## config.mk

```make
export PLATFORM = sky130hd
export DESIGN_NAME = phase_ctrl
export DESIGN_NICKNAME = d
export VERILOG_FILES = /design/src/rtl/cpu15_pkg.sv /design/src/rtl/phase_ctrl.sv
export SDC_FILE = /design/constraint.sdc
export NUM_CORES = 1
export LEC_CHECK = 0
export BUFFER_PORTS_ARGS = -buffer_cell sky130_fd_sc_hd__buf_2
export CORE_MARGIN = 1.5
export CORE_UTILIZATION = 51
export DETAILED_ROUTE_END_ITERATION = 10
export PLACE_DENSITY = 0.9
export SLEW_MARGIN = 20
export SYNTH_ARGS = -nofsm -noshare
export SYNTH_HDL_FRONTEND = slang
export SYNTH_SLANG_ARGS = --single-unit
```

## constraint.sdc

```tcl
create_clock -name CLK -period 2.31 [get_ports CLK]
set_clock_uncertainty 0.15 [all_clocks]
set_input_delay 0 -clock CLK [delete_from_list [all_inputs] [get_ports CLK]]
set_output_delay 0 -clock CLK [all_outputs]
set_load 0.05 [all_outputs]
```

## src/rtl/cpu15_pkg.sv

```systemverilog
// Shared definitions for the cpu15 control path.
//   - state_t    : stage-sequencer state encoding (also driven out on STATE)
//   - OP_W/PC_W  : opcode and program-counter widths
//   - HLT_OPCODE : opcode that parks the sequencer in HALT
package cpu15_pkg;

  localparam int unsigned OP_W = 4;
  localparam int unsigned PC_W = 8;

  localparam logic [OP_W-1:0] HLT_OPCODE = 4'hF;

  typedef enum logic [2:0] {
    ST_IDLE = 3'd0,
    ST_FT   = 3'd1,
    ST_DC   = 3'd2,
    ST_EX   = 3'd3,
    ST_WB   = 3'd4,
    ST_HALT = 3'd5
  } state_t;

  // IDLE and HALT are the two states in which no instruction is in flight.
  function automatic logic is_stopped(input state_t s);
    return (s == ST_IDLE) || (s == ST_HALT);
  endfunction

endpackage

```

## src/rtl/phase_ctrl.sv

```systemverilog
// phase_ctrl: single-clock stage sequencer for the cpu15 datapath.
// Produces one-hot fetch/decode/exec/writeback enables, with run/stop,
// single-step, HLT halt, external halt request and a retired-instruction
// counter.
//
// Ports:
//   CLK, RESET       clock, synchronous active-high reset
//   RUN              level, free-run instructions while high
//   STEP             pulse, run exactly one instruction from IDLE
//   HALT_REQ         pulse, stop after the current instruction retires
//   OP_CODE[3:0]     opcode from decode stage, latched in DC
//   P_COUNT[7:0]     program counter (breakpoint compare only)
//   EN_FT/DC/EX/WB   registered stage enables, one-hot or all-zero
//   STATE[2:0]       current state encoding
//   STOPPED, HALTED  status flags
//   INSTR_CNT        retired-instruction count (wraps)
//
// Optional build macro PHASE_CTRL_BREAKPOINT_EN adds:
//   BP_VALID, BP_ADDR[7:0] (in), BP_HIT (out) -- stop in IDLE at a
//   writeback whose P_COUNT equals BP_ADDR.
module phase_ctrl
  import cpu15_pkg::*;
#(
  parameter int unsigned     CNT_W   = 16,
  parameter int unsigned     EX_WAIT = 0,
  parameter logic [OP_W-1:0] HLT_OP  = HLT_OPCODE
) (
  input  logic             CLK,
  input  logic             RESET,
  input  logic             RUN,
  input  logic             STEP,
  input  logic             HALT_REQ,
  input  logic [OP_W-1:0]  OP_CODE,
  input  logic [PC_W-1:0]  P_COUNT,
`ifdef PHASE_CTRL_BREAKPOINT_EN
  input  logic             BP_VALID,
  input  logic [PC_W-1:0]  BP_ADDR,
  output logic             BP_HIT,
`endif
  output logic             EN_FT,
  output logic             EN_DC,
  output logic             EN_EX,
  output logic             EN_WB,
  output logic [2:0]       STATE,
  output logic             STOPPED,
  output logic             HALTED,
  output logic [CNT_W-1:0] INSTR_CNT
);

  localparam logic [2:0] EX_LAST = 3'(EX_WAIT);

  state_t            state, state_nx;
  logic [2:0]        wait_cnt, wait_nx;
  logic              halt_pend, pend_nx;
  logic              step_flag, step_nx;
  logic [OP_W-1:0]   op_reg, op_nx;
  logic [CNT_W-1:0]  cnt_nx;
  logic              bp_match;

`ifdef PHASE_CTRL_BREAKPOINT_EN
  logic              bp_skip, bp_skip_nx;
  logic              bp_hit_nx;

  // The first writeback after leaving IDLE is exempt so a resume from a
  // breakpoint does not immediately stop on the same address.
  assign bp_match = ~bp_skip & BP_VALID & (P_COUNT == BP_ADDR);
`else
  logic              unused_pc;

  assign bp_match  = 1'b0;
  assign unused_pc = ^P_COUNT;
`endif

  assign STATE = state;

  always_comb begin
    state_nx = state;
    wait_nx  = wait_cnt;
    pend_nx  = halt_pend;
    step_nx  = step_flag;
    op_nx    = op_reg;
    cnt_nx   = INSTR_CNT;
`ifdef PHASE_CTRL_BREAKPOINT_EN
    bp_skip_nx = bp_skip;
    bp_hit_nx  = BP_HIT;
`endif

    case (state)
      ST_IDLE: begin
        if (RUN || STEP) begin
          state_nx = ST_FT;
          step_nx  = ~RUN & STEP;
`ifdef PHASE_CTRL_BREAKPOINT_EN
          bp_skip_nx = 1'b1;
          bp_hit_nx  = 1'b0;
`endif
        end
      end

      ST_FT: begin
        state_nx = ST_DC;
        if (HALT_REQ) pend_nx = 1'b1;
      end

      ST_DC: begin
        state_nx = ST_EX;
        op_nx    = OP_CODE;
        wait_nx  = '0;
        if (HALT_REQ) pend_nx = 1'b1;
      end

      ST_EX: begin
        if (HALT_REQ) pend_nx = 1'b1;
        if (wait_cnt == EX_LAST) begin
          state_nx = ST_WB;
          wait_nx  = '0;
        end else begin
          wait_nx  = wait_cnt + 3'd1;
        end
      end

      ST_WB: begin
        cnt_nx = INSTR_CNT + CNT_W'(1);
`ifdef PHASE_CTRL_BREAKPOINT_EN
        bp_skip_nx = 1'b0;
`endif
        // A request arriving in the writeback cycle itself still stops
        // at this retirement.
        if (op_reg == HLT_OP) begin
          state_nx = ST_HALT;
          pend_nx  = 1'b0;
          step_nx  = 1'b0;
        end else if (bp_match) begin
          state_nx = ST_IDLE;
          pend_nx  = 1'b0;
          step_nx  = 1'b0;
`ifdef PHASE_CTRL_BREAKPOINT_EN
          bp_hit_nx = 1'b1;
`endif
        end else if (halt_pend || HALT_REQ || step_flag || !RUN) begin
          state_nx = ST_IDLE;
          pend_nx  = 1'b0;
          step_nx  = 1'b0;
        end else begin
          state_nx = ST_FT;
        end
      end

      ST_HALT: state_nx = ST_HALT;

      default: state_nx = ST_IDLE;
    endcase
  end

  // Enables and status are registered off the next-state values so they
  // line up with STATE in the same cycle.
  always_ff @(posedge CLK) begin
    if (RESET) begin
      state     <= ST_IDLE;
      wait_cnt  <= '0;
      halt_pend <= 1'b0;
      step_flag <= 1'b0;
      op_reg    <= '0;
      INSTR_CNT <= '0;
      EN_FT     <= 1'b0;
      EN_DC     <= 1'b0;
      EN_EX     <= 1'b0;
      EN_WB     <= 1'b0;
      STOPPED   <= 1'b1;
      HALTED    <= 1'b0;
`ifdef PHASE_CTRL_BREAKPOINT_EN
      bp_skip   <= 1'b0;
      BP_HIT    <= 1'b0;
`endif
    end else begin
      state     <= state_nx;
      wait_cnt  <= wait_nx;
      halt_pend <= pend_nx;
      step_flag <= step_nx;
      op_reg    <= op_nx;
      INSTR_CNT <= cnt_nx;
      EN_FT     <= (state_nx == ST_FT);
      EN_DC     <= (state_nx == ST_DC);
      EN_EX     <= (state_nx == ST_EX) && (wait_nx == EX_LAST);
      EN_WB     <= (state_nx == ST_WB);
      STOPPED   <= is_stopped(state_nx);
      HALTED    <= (state_nx == ST_HALT);
`ifdef PHASE_CTRL_BREAKPOINT_EN
      bp_skip   <= bp_skip_nx;
      BP_HIT    <= bp_hit_nx;
`endif
    end
  end

endmodule

```

=== Word-level counts from Yosys, hierarchy flattened ===
Index checks and enable logic that the tools add are counted.

* Register bits after elaboration: 34
* Bits in latches: 0
* Memory bits (writable): 0
* Memory bits (read-only): 0
* Input bits: 17
* Output and inout bits: 25
* Word-level logic and storage cells: 59
* Memories: 0

* Add/subtract/negate cells: 2
* $mul: 0
* Divide/modulo/power cells: 0
* Order comparisons: 0
* Eq/ne operators: 14
* Shifts and indexed selects: 0
* Muxes and demuxes: 13
* Bitwise gates (word level): 2
* Reduce and logical (&&, ||, !) cells: 16

{| class="wikitable"
|+ Operator list
! operator !! count
|-
| 3-bit case mux with 6 select lines || 1
|-
| 16-bit by 1-bit adder with 16-bit output, second input constant || 1
|-
| 3-bit by 2-bit equality test with 1-bit output, second input constant || 4
|-
| 3-bit equality test, second input constant || 4
|-
| 3-bit zero test || 4
|-
| 3-bit 2-to-1 mux || 4
|-
| 3-bit by 1-bit equality test with 1-bit output, second input constant || 2
|-
| 3-bit case mux with 2 select lines || 1
|-
| 3-bit AND reduction || 2
|-
| 1-bit logical OR || 5
|-
| 1-bit 2-to-1 mux || 5
|-
| 4-bit equality test, second input constant || 1
|-
| 1-bit case mux with 2 select lines || 2
|-
| 2-bit nonzero test || 2
|-
| 3-bit by 1-bit adder with 3-bit output, second input constant || 1
|-
| 3-bit inequality test, second input constant || 1
|-
| 3-bit OR reduction || 1
|-
| 2-bit by 1-bit inequality test with 1-bit output, second input constant || 1
|-
| 2-bit inequality test, second input constant || 1
|-
| 1-bit bitwise AND || 1
|-
| 1-bit logical AND || 1
|-
| 1-bit zero test || 1
|-
| 1-bit NOT || 1
|}

=== Logic depth before layout (Yosys ltp) ===
Gate-level depths: netlist (run 1).

* Word-level depth: 8
* Mapped depth: 6
* Mapped depth without buffers: 6

=== Worst setup path before layout (run 1) ===
OpenSTA, ideal clock, no wires.

* Path kind: reg2reg
* Start: register state[2], in the netlist STATE[2]
* End: register INSTR_CNT[13]
* Setup time: 70 ps
* Arrival time: 2085 ps
* Required time: 2090 ps
* Setup slack: 5 ps
* Stages on the path, launching flop included: 6
* Path buffers: 1
* Clock period less this slack: 2305 ps
* Cell sequence: dfxtp_1 > or3b_4 > or3_1 > buf_2 > or4_1 > a21oi_1

* Word-level cells in the longest chain between the ends: 1

{| class="wikitable"
|+ RTL lines
! item !! RTL line !! source
|-
| start: declaration || phase_ctrl.sv:52 || <nowiki>state_t state, state_nx;</nowiki>
|-
| start signal: assignment || phase_ctrl.sv:176 || <nowiki>state <= state_nx;</nowiki>
|-
| 3-bit equality test || phase_ctrl.sv:88 || <nowiki>case (state)</nowiki>
|-
| end signal: assignment || phase_ctrl.sv:181 || <nowiki>INSTR_CNT <= cnt_nx;</nowiki>
|-
| end: declaration || phase_ctrl.sv:47 || <nowiki>output logic [CNT_W-1:0] INSTR_CNT</nowiki>
|}

No other way between the ends.
A chain may end at the register's enable or synchronous reset.

=== Final worst setup path (run 1) ===
* Start: register state[1], in the netlist STATE[1]
* End: register op_reg[3]

* Word-level cells in the longest chain between the ends: 1

{| class="wikitable"
|+ RTL lines
! item !! RTL line !! source
|-
| 3-bit by 2-bit equality test with 1-bit output || phase_ctrl.sv:88 ||
|-
| end signal: assignment || phase_ctrl.sv:180 || <nowiki>op_reg <= op_nx;</nowiki>
|-
| end: declaration || phase_ctrl.sv:56 || <nowiki>logic [OP_W-1:0] op_reg, op_nx;</nowiki>
|}

No other way between the ends.

==> results of run 1 <==
## cell type report
type	count	area (um2)	area share
multi-input combinational	129	766	0.403
sequential	34	681	0.358
timing repair buffer	49	313	0.164
clock inverter	3	40.0	0.0211
tap	31	38.8	0.0204
clock buffer	5	37.5	0.0197
inverter	7	26.3	0.0138
## through the flow
stage / power [W] / cells / cell area, um2
after floorplan: 0.000845 / 180 / 1520
final: 0.00135 / 258 / 1900
after CTS: 0.00135 / 258 / 1900
after global placement: 0.000905 / 239 / 1710
after global routing: 0.00142 / 258 / 1900
after detailed placement: 0.000910 / 239 / 1710
## per-layer routing
layer	track usage	vias up	routed length, um
met3	0.0499	10	171
met1	0.276	672	1510
met5	0	-	0
met4	0.136	0	97
li1	-	731	-
met2	0.320	46	1540
## where the power goes
part           internal [W]  switching [W]  leakage [nW]  total [W]
logic             0.0000947       0.000196         0.478   0.000291
registers          0.000619      0.0000138         0.276   0.000632
clock network      0.000224       0.000200        0.0450   0.000424
total              0.000937       0.000410         0.799    0.00135
## critical path, delay by kind of cell, from the launching register on
kind | cells | cell delay [ns]
buf+inv | 2 | 0.76
flops | 1 | 0.35
simple gates | 3 | 0.63
compound gates | 1 | 0.18
## worst paths after layout
path                        end  cells after the start
hold / removal          STOPPED                      5
hold reg to reg   INSTR_CNT[15]                      2
setup reg to reg      op_reg[3]                      6
setup / recovery      op_reg[3]                      6
## logic make-up (layout without fill, tap and decap cells)
| family | after synthesis | after routing | share of synthesized area |
|---|---|---|---|
| AOI/OAI and AO/OA | 38 | 38 | 0.143 |
| xor gates and xnor gates | 10 | 10 | 0.0577 |
| adders and majority gates | 3 | 3 | 0.0247 |
| buffers and inverters | 17 | 64 | 0.0486 |
| DFF | 34 | 34 | 0.448 |
| and+or+nand+nor | 78 | 78 | 0.278 |
## layout by cell type (no fill, tap or decap), types with 2 or more instances in the layout
cell type      synthesis  routed
dfxtp_1               34      34
inv_1                  7       7
clkbuf_4               0       5
o31ai_1                2       2
nor2_1                20      19
and3_1                 3       3
o21ai_0                9       9
or4_1                  2       2
o21bai_1               3       3
buf_4                  0       5
xnor2_1                4       4
nor2b_1                2       2
nor3b_1                3       3
or3_1                  5       5
buf_2                  2      33
nand3_1               10      10
nand2_1               12      12
nor3_1                 3       3
clkinv_2               0       2
nand4_1                5       5
ha_1                   3       3
and4_1                 2       2
a21oi_1               18      18
dlygate4sd3_1          0      11
xor2_1                 6       6
nor4_1                 4       4
## timing repair
action | 4_1_cts | 5_1_grt
hold buffers | 11 | 0
endpoints found under the setup margin | 0 | 1
endpoints found under the hold margin | 17 | 0
gates resized for setup | 0 | 1
==> out/results.txt, run 1 <==
first-pass GRT wire length -> 5490 um
Max-Cap Viols -> 0
Synth Net Count -> 200
max FFs per register -> 16
GR Util All Layers -> 0.214
Mapped Cells -> 180
routed len/inst -> 12.8 um
share of cells above drive strength 1 -> 0.211
power density over cell area -> 708 mW/mm2
Post-synth top cells -> dfxtp_1, nor2_1, a21oi_1
synthesis-to-finish area growth -> 25.3%
pre-CTS WS -> 0.314 ns
vias in the first global route -> 1,321
CP Data Arrival Time -> 2.26 ns
final hold vios -> 0
Max Freq -> 472 MHz
first-pass detailed-route iteration total -> 4
# rows -> 19
Worst Path Required -> 2.45 ns
Post-synth EDFFs -> 0
Vias -> 1,459
core box area -> 0.00278 mm2
post-synth top area cell -> dfxtp_1
Max Slew Vio Count -> 0
CTS tree -> done
CP cell instances -> buf_4, or2b_1, nor2_2, nand2_1, a21oi_1, dlygate4sd3_1
I/O pin cnt -> 42
Area contributors post-synth -> dfxtp_1, a21oi_1, nor2_1
hold path startpoint -> STEP
type of the worst setup path -> reg2reg
clock sinks -> 34
RSZ-0062 raised after global routing -> false
Yosys reg bits -> 34
Post-Syn Area -> 0.00152 mm2
clk slew on worst S/H paths -> 0.11 ns
number of port buffers -> 33
Final #Nets -> 246
area fraction of the dominant cell type after synthesis -> 0.448
final core utilization -> 0.684
die width -> 57.6 um
Final min period -> 2.12 ns
top_reg_cell synth -> dfxtp_1
Worst slew margin -> 0.582
Filler Cell Count -> 234
Vias/cell -> 5.66
Synth async-reset ratio -> 0
actual slew at the worst max-slew pin -> 0.626 ns
Pleak -> 0.799 nW
beginning of the worst register-to-register path -> STATE[1]
DRC -> 0
worst setup margin -> 0.192 ns
crit share post-route -> 0.917
DRT antenna net count -> 0
1st-iter DRT viols -> 55
status -> complete, no violations
worst-skew pair later-pin latency -> 0.34 ns
CP startpoint -> STATE[1]
CTS Buffer Depth -> 2
Critical Path Source Type -> flip-flop
TritonCTS buffer count -> 5
post-DP HPWL -> 2230 um
Setup TNS -> 0 ns
hold_ws -> 0.0883 ns
R2R Setup Slk -> 0.19 ns
Synth Area per Inst -> 8.43 um2
Root Driver -> clkbuf_4
crit path max-delay cell type -> dlygate4sd3_1
GPL Wtd Cong -> 0.856
largest net degree at the start of global routing -> 32
Worst Path Max Fanout -> 11
worst vdd ir -> 0.000796 V
CP endpoint kind -> flip-flop
register area share after synthesis -> 0.448
Die Y -> 57.6 um
H-tree Lvls -> 2
Worst path max stage delay -> 0.60 ns
count of final setup violators -> 0
Initial Utilization -> 0.546
die area -> 0.00331 mm2
Yosys cell types -> 38
number of synthesis warnings -> 0
Detailed Route WL -> 3310 um
postcts setup bufs -> 0
HP Class -> in2reg
Ant. Diodes -> 0
top-count cell post-synth -> dfxtp_1
initial antenna violation count -> 0
total congestion overflow -> 0
Power figures use the tool's default switching activity.
==> inputs of run 2 (changes only) <==
Settings changed: GPL_TIMING_DRIVEN set to 0.
==> run 2 against run 1 <==
Compared with the run above:
- critical path depth unchanged
- first-iteration DRC count decreased by 7.3%
- die area unchanged
- setup slack got worse by 0.053 ns
- wire length fell by 1.9%
- global-route usage rose by 0.084 points
- total power fell by 0.39%
- critical path type unchanged
- critical endpoint is now INSTR_CNT[13]
==> out/results.txt, run 2 (synthesis results as in run 1) <==
number of port buffers -> 33
Pleak -> 0.782 nW
CTS tree -> done
Max Freq -> 461 MHz
Worst Path Required -> 2.45 ns
H-tree Lvls -> 2
Critical Path Source Type -> flip-flop
Vias/cell -> 5.63
Detailed Route WL -> 3250 um
RSZ-0062 raised after global routing -> false
power density over cell area -> 710 mW/mm2
Inst Count DP -> 244
GPL Wtd Cong -> 0.880
share of cells above drive strength 1 -> 0.205
Ant. Diodes -> 0
commonest non-fill, non-tap cell in the layout -> buf_2
I/O pin cnt -> 42
Max Slew Vio Count -> 0
largest net degree at the start of global routing -> 12
Max-Cap Viols -> 0
die width -> 57.6 um
actual slew at the worst max-slew pin -> 0.570 ns
Filler Cell Count -> 226
beginning of the worst register-to-register path -> STATE[1]
Layout Cells excl Fill -> 260
HP Class -> in2reg
first-pass detailed-route iteration total -> 4
1st-iter DRT viols -> 51
vias in the first global route -> 1,271
first-pass GRT wire length -> 5440 um
worst vdd ir -> 0.000613 V
postcts setup bufs -> 0
TritonCTS buffer count -> 5
max FFs per register -> 16
clk slew on worst S/H paths -> 0.12 ns
status -> complete, no violations
Final #Nets -> 248
Root Driver -> clkbuf_4
synthesis-to-finish area growth -> 24.5%
initial antenna violation count -> 0
DRT antenna net count -> 0
post-DP HPWL -> 2310 um
CP startpoint -> STATE[1]
final hold vios -> 0
Worst Path Max Fanout -> 10
R2R Setup Slk -> 0.14 ns
die area -> 0.00331 mm2
clock sinks -> 34
CP Data Arrival Time -> 2.31 ns
most frequent cells in the layout -> buf_2, dfxtp_1, nor2_1, a21oi_1, nand2_1
count of final setup violators -> 0
CP endpoint kind -> flip-flop
routed len/inst -> 12.5 um
type of the worst setup path -> reg2reg
Vias -> 1,464
Worst slew margin -> 0.620
worst-skew pair later-pin latency -> 0.35 ns
Final min period -> 2.17 ns
CTS Buffer Depth -> 2
Setup TNS -> 0 ns
Initial Utilization -> 0.546
hold path startpoint -> STEP
crit share post-route -> 0.940
core box area -> 0.00278 mm2
total congestion overflow -> 0
DRC -> 0
Die Y -> 57.6 um
GR Util All Layers -> 0.214
# rows -> 19
-- run 2: changes by cell type in the layout (fill, tap and decap cells not counted) --
cell / change
buf_6: +1
buf_2: +2
buf_4: -5
clkbuf_1: +4
buf_1: +1
clkbuf_2: +1
dlygate4sd3_1: -2
-- run 2: worst paths after layout --
path | endpoint | cells past startpoint
hold reg to reg | INSTR_CNT[15] | 2
setup reg to reg | INSTR_CNT[13] | 6
hold / removal | STOPPED | 5
setup / recovery | INSTR_CNT[13] | 6
-- run 2: final cells by class --
class | instances | area (um2) | share of cell area
Sequential cell | 34 | 681 | 0.360
Clock inverter | 3 | 40.0 | 0.0212
Clock buffer | 5 | 37.5 | 0.0199
Tap cell | 31 | 38.8 | 0.0205
Buffer | 9 | 45.0 | 0.0238
Inverter | 7 | 26.3 | 0.0139
Multi-Input combinational cell | 129 | 766 | 0.405
Timing Repair Buffer | 42 | 255 | 0.135
-- run 2: metrics by stage --
stage / util / total power [W] / area [um2] / setup WS [ns] / hold slack, ns
global placement: 0.619 / 0.000905 / 1720 / 0.188 / 0.0921
finish: 0.679 / 0.00134 / 1890 / 0.138 / 0.0947
CTS: 0.679 / 0.00134 / 1890 / 0.0746 / 0.0952
floorplan: - / 0.000845 / 1520 / 0.00501 / -0.0566
global route: 0.679 / 0.00140 / 1890 / 0.0143 / 0.140
detailed placement: 0.619 / 0.000909 / 1720 / 0.125 / 0.0990
-- run 2: report_power, final --
group | internal, W | switching [W] | leakage [nW]
sequential | 0.000619 | 0.0000165 | 0.276
combinational | 0.0000878 | 0.000191 | 0.462
clock | 0.000224 | 0.000204 | 0.0450
-- run 2: critical path: stages, from the launching register on --
cell     delay [ns]
dfxtp_1        0.34
buf_6          0.14
or3b_4         0.42
or3_1          0.35
buf_2          0.16
or4_1          0.41
a21oi_1        0.16
-- run 2: timing repair --
item                                    4_1_cts  5_1_grt
endpoints found under the setup margin        0        1
gates resized for setup                       0        3
endpoints found under the hold margin        19        0
hold buffers                                  9        0
-- run 2: routing by layer --
layer | vias up | part of all wire | global-route usage
met5 | - | 0 | 0
met1 | 676 | 0.46 | 0.270
li1 | 733 | - | -
met3 | 8 | 0.069 | 0.0726
met2 | 47 | 0.45 | 0.333
met4 | 0 | 0.019 | 0.0963
==> inputs of run 3 (changes only) <==
Settings changed: CORE_ASPECT_RATIO set to 1.75.
==> run 3 against run 2 <==
Compared with the run above:
- fmax rose by 0.32%
- total power up 0.86%
- wire length rose by 3.2%
- non-clock buffer count unchanged
- critical path type unchanged
- largest cell class unchanged
==> out/results.txt, run 3 (synthesis results as in run 1) <==
Setup TNS -> 0 ns
hold path startpoint -> RESET
Max-Cap Viols -> 0
post-DP HPWL -> 2450 um
CP Data Arrival Time -> 2.23 ns
Ant. Diodes -> 0
Root Driver -> clkbuf_8
synthesis-to-finish area growth -> 24.5%
status -> complete, no violations
H-tree Lvls -> 2
Vias -> 1,440
# rows -> 26
DRC -> 0
reg-to-reg endpoint -> INSTR_CNT[15]
final hold vios -> 0
power density over cell area -> 716 mW/mm2
Max Freq -> 462 MHz
die area -> 0.00332 mm2
routed len/inst -> 13.0 um
Max Slew Vio Count -> 0
actual slew at the worst max-slew pin -> 0.497 ns
switch share -> 0.303
CTS Buffer Depth -> 2
Filler Cell Count -> 265
TritonCTS buffer count -> 5
Final min period -> 2.16 ns
RSZ-0062 raised after global routing -> false
Initial Utilization -> 0.530
type of the worst setup path -> reg2reg
largest net degree at the start of global routing -> 11
worst setup margin -> 0.145 ns
share of cells above drive strength 1 -> 0.192
sequential power share -> 0.470
Vias/cell -> 5.60
count of final setup violators -> 0
DRT antenna net count -> 0
initial antenna violation count -> 0
final core utilization -> 0.660
core box area -> 0.00286 mm2
first-pass detailed-route iteration total -> 5
placed cell area -> 0.00172 mm2
Worst slew margin -> 0.669
Detailed Route WL -> 3350 um
clk slew on worst S/H paths -> 0.06 ns
I/O pin cnt -> 42
Pleak -> 0.775 nW
hold path depth -> 3
Register-to-Register Path Depth -> 6
Int Power -> 0.000944 W
CP endpoint kind -> flip-flop
1st-iter DRT viols -> 48
pre-CTS WS -> 0.150 ns
post-route cell area -> 0.00189 mm2
HP Class -> in2reg
Die Y -> 75.2 um
commonest non-fill, non-tap cell in the layout -> buf_2
CTS tree -> done
R2R Setup Slk -> 0.15 ns
clock share of power -> 0.329
Register Area -> 681 um2
worst-skew pair later-pin latency -> 0.28 ns
clock sinks -> 34
beginning of the worst register-to-register path -> STATE[1]
GPL Wtd Cong -> 0.845
Hold Path End -> STATE[1]
total congestion overflow -> 0
worst vdd ir -> 0.000464 V
first-pass GRT wire length -> 5440 um
max FFs per register -> 16
Worst Path Required -> 2.37 ns
most frequent cells in the layout -> buf_2, dfxtp_1, nor2_1, a21oi_1, nand2_1
crit share post-route -> 0.937
Worst Path Max Fanout -> 10
Critical Path Source Type -> flip-flop
number of port buffers -> 33
sw power -> 0.000410 W
area of the multi-input gates -> 763 um2
GR Util All Layers -> 0.224
vias in the first global route -> 1,345
Final #Nets -> 248
die width -> 44.2 um
Comb pwr share -> 0.201
post-cts gate resize count -> 0
==> run 3: cell count changes in the layout (fill, tap and decap cells not counted), sizes merged <==
cell         previous run  this run
clkinv                  2         1
dlygate4sd3             9         8
bufinv                  1         0
clkbuf                 10        13
==> run 3: what timing repair did <==
item                                   in CTS  in global routing
buffers inserted                            0                  0
hold buffers                                8                  0
setup endpoints to repair                   0                  0
endpoints found under the hold margin      14                  0
==> run 3: worst max-delay path by stage <==
stage / from / to / slack (ns) / cells after the start
2_1_floorplan: STATE[2] / INSTR_CNT[13] / 0.005 / 5
3_5_place_dp: STATE[1] / INSTR_CNT[15] / 0.15 / 6
3_3_place_gp: STATE[1] / INSTR_CNT[15] / 0.17 / 6
6_report: STATE[1] / INSTR_CNT[15] / 0.15 / 6
5_1_grt: STATE[1] / INSTR_CNT[13] / 0.03 / 6
4_1_cts: STATE[1] / INSTR_CNT[15] / 0.13 / 6
==> run 3: cell type report <==
type | instances | share of cell area
Sequential cell | 34 | 0.360
Tap cell | 28 | 0.0185
Multi-Input combinational cell | 129 | 0.404
Buffer | 10 | 0.0252
Timing Repair Buffer | 41 | 0.130
Clock buffer | 7 | 0.0457
Inverter | 7 | 0.0139
Clock inverter | 1 | 0.00265
==> run 3: stage by stage <==
step                      std cells  hold slack, ns  total power (W)
after floorplan                 180         -0.0566         0.000845
after global placement          241          0.0885         0.000905
after detailed placement        241          0.0876         0.000908
after CTS                       257           0.316          0.00137
after global routing            257           0.345          0.00142
final                           257           0.327          0.00135
==> run 3: per-layer routing <==
metal	GRT usage	share of wire	wire length (um)
met5	0	0	0
met3	0.0504	0.043	144
met4	0.162	0.019	63
met2	0.417	0.57	1910
met1	0.204	0.37	1230
==> run 3: critical path: stages, from the launching register on <==
cell and delay [ns]:
dfxtp_1 0.32, buf_6 0.13, or3b_4 0.43, or3_1 0.35, buf_2 0.17, or4_1 0.40, a21oi_1 0.15
==> run 3: power groups by stage <==
stage / Clock (W) / Combinational (W) / Sequential [W]
after floorplan: 0 / 0.000125 / 0.000721
after global placement: 0 / 0.000258 / 0.000647
after detailed placement: 0 / 0.000260 / 0.000648
after CTS: 0.000460 / 0.000271 / 0.000635
after global routing: 0.000482 / 0.000296 / 0.000638
final: 0.000445 / 0.000272 / 0.000636
